### config.mk
export PLATFORM = sky130hd
export DESIGN_NAME = banco_registros
export DESIGN_NICKNAME = d
export VERILOG_FILES = /design/src/rtl/banco_registros.sv
export SDC_FILE = /design/constraint.sdc
export NUM_CORES = 2
export LEC_CHECK = 0
export CAP_MARGIN = 20
export CORE_MARGIN = 2
export CORE_UTILIZATION = 36
export DETAILED_ROUTE_END_ITERATION = 8
export PLACE_DENSITY = 0.49
export REMOVE_ABC_BUFFERS = 1
export SLEW_MARGIN = 20
export SYNTH_ARGS = -nofsm -noshare
export SYNTH_HDL_FRONTEND = slang
export SYNTH_SLANG_ARGS = --single-unit
export TNS_END_PERCENT = 50
### constraint.sdc
create_clock -name clk -period 3.8 [get_ports clk]
set_input_delay 0.76 -clock clk [delete_from_list [all_inputs] [get_ports clk]]
set_output_delay 0.76 -clock clk [all_outputs]
set_load 0.05 [all_outputs]
### src/rtl/banco_registros.sv
// banco_registros: 2-read / 1-write register file feeding the ALU operands.
//   Reads are combinational. Writes commit on the rising edge of clk.
//   Register 0 always reads as zero.
//   Optional macro REGFILE_DEBUG_EN adds a third combinational read port
//   (dbg_addr/dbg_data) for visibility. The default build has no debug port.
module banco_registros #(
  parameter int WIDTH  = 32,
  parameter int ADDR_W = 5
) (
  input  logic              clk,
  input  logic              rst_n,
  input  logic [ADDR_W-1:0] a1,
  input  logic [ADDR_W-1:0] a2,
  input  logic [ADDR_W-1:0] a3,
  input  logic [WIDTH-1:0]  wd3,
  input  logic              we3,
`ifdef REGFILE_DEBUG_EN
  input  logic [ADDR_W-1:0] dbg_addr,
  output logic [WIDTH-1:0]  dbg_data,
`endif
  output logic [WIDTH-1:0]  rd1,
  output logic [WIDTH-1:0]  rd2
);

  localparam int DEPTH = 2**ADDR_W;

  logic [DEPTH-1:0][WIDTH-1:0] regs_q, regs_d;

  // Next-state: apply the write port. Entry 0 is pinned to zero so a write
  // to it is dropped and the flop holds a constant.
  always_comb begin
    regs_d = regs_q;
    if (we3 && (a3 != '0)) regs_d[a3] = wd3;
    regs_d[0] = '0;
  end

  // Storage: synchronous reset wins over any write in the same cycle.
  always_ff @(posedge clk) begin
    if (!rst_n) regs_q <= '0;
    else        regs_q <= regs_d;
  end

  // Read ports: plain lookup of the stored value, with no bypass from wd3.
  // A bypass would close a combinational loop through the ALU and the
  // writeback mux. A same-cycle read therefore sees the old value.
  assign rd1 = (a1 == '0) ? '0 : regs_q[a1];
  assign rd2 = (a2 == '0) ? '0 : regs_q[a2];

`ifdef REGFILE_DEBUG_EN
  assign dbg_data = (dbg_addr == '0) ? '0 : regs_q[dbg_addr];
`endif

endmodule
* Word-level counts from Yosys, hierarchy flattened
Index checks and enable logic that the tools add are counted.
** Operators by class
- Magnitude comparators :: 4
- Multiplexer cells :: 9
- Reduce and logical (&&, ||, !) cells :: 5
** Operators with widths (count)
- bitwise mux 1024 bit :: 1
- binary-select mux 32 bit (select 5 bit) :: 2
- demux 32 bit (select 5 bit) :: 1
- two-way mux 32 bit :: 5
- less-than comparator 5 x 6 -> 1 bit, second input constant :: 3
- logical NOT 5 bit :: 2
- greater-or-equal comparator 5 x 1 -> 1 bit, second input constant :: 1
- nonzero test 5 bit :: 1
- logical AND 1 bit :: 2
** Word-level totals
- Flip-flop bits (word level) :: 1024
- Input port bits :: 50
- Output and inout bits :: 64
- Word-level logic and storage cells :: 50

* Longest topological paths before layout
- Depth after elaboration :: 5
- Mapped depth :: 9
- Gate-level depth less buffers :: 5

* Worst setup path after synthesis
Ideal clock, no wire load.
- Path kind :: input-to-output
- From :: input port a1[1]
- To :: output port rd1[15]
- Data arrival time :: 2.917 ns
- Data required time :: 3.040 ns
- Path slack :: 0.123 ns
- Cell stages on the path :: 9
- Path buffers :: 5
- Path through :: buf_2 -> buf_2 -> buf_1 -> clkbuf_1 -> buf_1 -> nand2_1 -> nand2_1 -> o21ai_0 -> a32oi_1
** On the way
- Longest elaborated chain between the ends :: 3
- Elaborated cells between the ends (all ways) :: 4
- Classes of those cells :: mux (3); reduce/logical (1)
** Ends and longest elaborated chain
- start, declared :: RTL line 12 : input logic [ADDR_W-1:0] a1,
- binary-select mux 32 bit (select 5 bit) :: RTL line 46 : assign rd1 = (a1 == '0) ? '0 : regs_q[a1];
- two-way mux 32 bit (implied by the code) :: RTL line 46
- two-way mux 32 bit * :: RTL line 46
- end, declared :: RTL line 21 : output logic [WIDTH-1:0] rd1,
Every way passes the cells marked *; elsewhere a longest branch is shown, timed or not. The select of a mux whose other input is x is not followed.

* Worst setup path in the final report
Ends and elaborated chain as after synthesis.

==> flow_metrics.tcl <==
set metrics [dict create \
    fin_crit_ns 3.75 \
    die_height_um 387 \
    htreeDepth 3 \
    setup_viol 0 \
    top_register "regs_q" \
    yosysSeqAreaShare 0.377 \
    syn_to_final_growth_pct 17.4 \
    antenna_found_initial 5 \
    cts.sinks 992 \
    peakVddDrop_mv 0.357 \
    path_cells "buf_8 -> buf_12 -> mux4_2 -> inv_1 -> a2111oi_4 -> buf_4 -> a31oi_1 -> a32oi_1 -> buf_12" \
    portBuffers 113 \
    synth_fa_ha_area_frac 0 \
    fmax_ghz 0.267 \
    yosysWarnings 0 \
    core_mm2 0.146 \
    leakagePower_nw 20.3 \
    syn_area_mm2 0.0527 \
    cts_root_buffer "clkbuf_16" \
    skew_ns 0 \
    slew_headroom 0.358 \
    hold_viol 0 \
    post-route-util 0.425 \
    rsz0062_at_grt "false" \
    worstPathArrival_ns 2.99 \
    crit_type "in -> out" \
    worst_setup_path_start_kind "input pin" \
    clock_latency_ns 0.75 \
    cp_slowest_cell "a2111oi_4" \
    whs_path_depth 2 \
    cap_violations 0 \
    grt.total_usage 0.296 \
    dp_hpwl_um 139000 \
    worstMarginPinSlew_ns 0.961 \
    syn_avg_cell_area_um2 9.14 \
    drc_errors 0 \
    die_w_um 387 \
    slowest_delay_ns 0.50 \
    io_pins 114 \
    initialDrtViolationCount 4949 \
    rows 140 \
    yosysUniqueCellTypes 40 \
    grt_max_degree 116 \
    drt_first_pass_iters 9 \
    yosys.area_share.simple 0.164 \
    hold_path_class "reg -> reg" \
    cp_common_cell "buf_12" \
    vias 45200 \
    outcome "finished clean" \
    synth_top_family_by_area "multiplexers" \
    startpoint "a1[1]" \
    r2r_end "regs_q[882]" \
    initial_core_util 0.362 \
    reg.largest.list "regs_q (992)" \
    cts_setup_buffers 0 \
    drive_gt1_frac 0.206 \
    place.gp.congestion 0.851 \
    fin_crit_sh 0.987 \
    clkTransAtPathRegs_ns 0.05 \
    hp-start "regs_q[408]" \
    finalNetCount 5774 \
    largest_register_ffs 992 \
    worstReg2RegStart "regs_q[882]" \
    layout.cells.most_common "nand2_1" \
    final_cell_mix "2,060 x nand2_1, 992 x dfxtp_1, 916 x a21boi_0" \
    first_global_vias 42700 \
    critPathCaptureType "output pin" \
    total_power_w 0.0244 \
    insertedDiodeCount 0 \
    rrSetupSlack_ns 3.04 \
    synth_compound_area_frac 0.172 \
    wl_per_cell_um 29.3 \
    synth_xor_area_frac 0 \
    avgViaCountPerCell 5.85 \
    die_area_mm2 0.150 \
    grt_pass1_wl_um 323000 \
    yosys_register_bits 992 \
    cts_buffers 115 \
    muxShareOfSynthArea 0.243 \
    routed_wirelength_um 227000 \
    r2r_cells 2 \
    maxSlewViolCount 0 \
    tritoncts "built" \
    grt_overflow 0 \
    cp_max_fo 63 \
    ant_nets 0 \
    netlist_instances 5767 \
    min_to "regs_q[408]" \
    cts.path.max_buffers 3 \
    power.density_mw_per_mm2 395 \
    setup_tns_ns 0 \
    critPathRequiredTime_ns 3.04 \
]
[per-stage QoR]
stage                     area [µm²]  cells  hold slack (ns)  setup WS (ns)
after global routing           61900   7735            0.487         0.0529
after floorplan                50400   5176            0.442         -0.110
final                          61900   7735            0.466         0.0507
after CTS                      61900   7735            0.464        0.00941
after detailed placement       57900   7524            0.457         -0.452
after global placement         57900   7524            0.451         -0.452
[Yosys cell counts (all sizes together)]
cell type	count	area [µm²]
a2111oi	1	8.76
and3b	3	26.3
buf	90	464
clkbuf	501	1880
and2b	1	7.51
a221oi	20	175
nand2	2092	7850
o21ai	53	265
o211ai	19	143
nand2b	4	25.0
nor3	19	95.1
a22oi	32	240
and3	2	12.5
a32oi	1	8.76
a21oi	51	255
o221ai	32	280
nor2	66	248
and2	4	25.0
a22o	12	105
a31oi	21	131
nand3b	4	30.0
nand3	3	15.0
or2	2	12.5
inv	2	7.51
nand4	1	6.26
mux2	95	1070
mux2i	157	1570
o31a	1	8.76
nor3b	3	22.5
a21boi	992	7450
mux4	451	10200
nor2b	37	231
dfxtp	992	19900
or3b	3	26.3
[kinds of logic after synthesis]
group	count (synthesis)
AOI/OAI and AO/OA	1235
buffers and inverters	593
DFF	992
muxes	703
and+or+nand+nor	2244
[cell type report]
type / count / area, µm²
fill: 14100 / 83700
multi-input combinational: 4182 / 30800
inverter: 2 / 7.51
clock inverter: 37 / 497
timing repair buffer: 431 / 4850
sequential: 992 / 19900
tap: 1917 / 2400
clock buffer: 174 / 3420
[worst max-delay path by stage]
stage | to | slack (ns) | depth (start not counted)
final | rd1[15] | 0.05 | 9
after global routing | rd1[15] | 0.05 | 9
after CTS | rd1[15] | 0.009 | 9
after detailed placement | rd1[15] | -0.45 | 10
after global placement | rd1[15] | -0.45 | 10
after floorplan | rd1[15] | -0.11 | 5
[timing repair]
item / CTS / global route
setup endpoints to repair: 1 / 2
pin swaps: 1 / 0
gates resized for setup: 2 / 2
hold buffers: 0 / 0
[layer usage]
metal  share of wire  wire, µm  up-vias  global-route usage
li1                -         -    20000                   -
met5         0.00012        27        -                   0
met1            0.43     98100    22900               0.413
met3           0.078     17700      406              0.0514
met2            0.45    103000     1943               0.465
met4           0.034      7780        4              0.0969
[power by group]
group          total [W]  internal [W]  switching, W
sequential        0.0105        0.0105     0.0000609
clock             0.0116       0.00680       0.00484
combinational    0.00226      0.000856       0.00140
[worst max-delay path, delay by kind of cell]
kind                   cells  cell delay, ns
AOI/OAI and AO/OA          3            0.88
buffers and inverters      5            0.97
muxes                      1            0.28
Note: power is estimated with default switching activity, not from simulation.
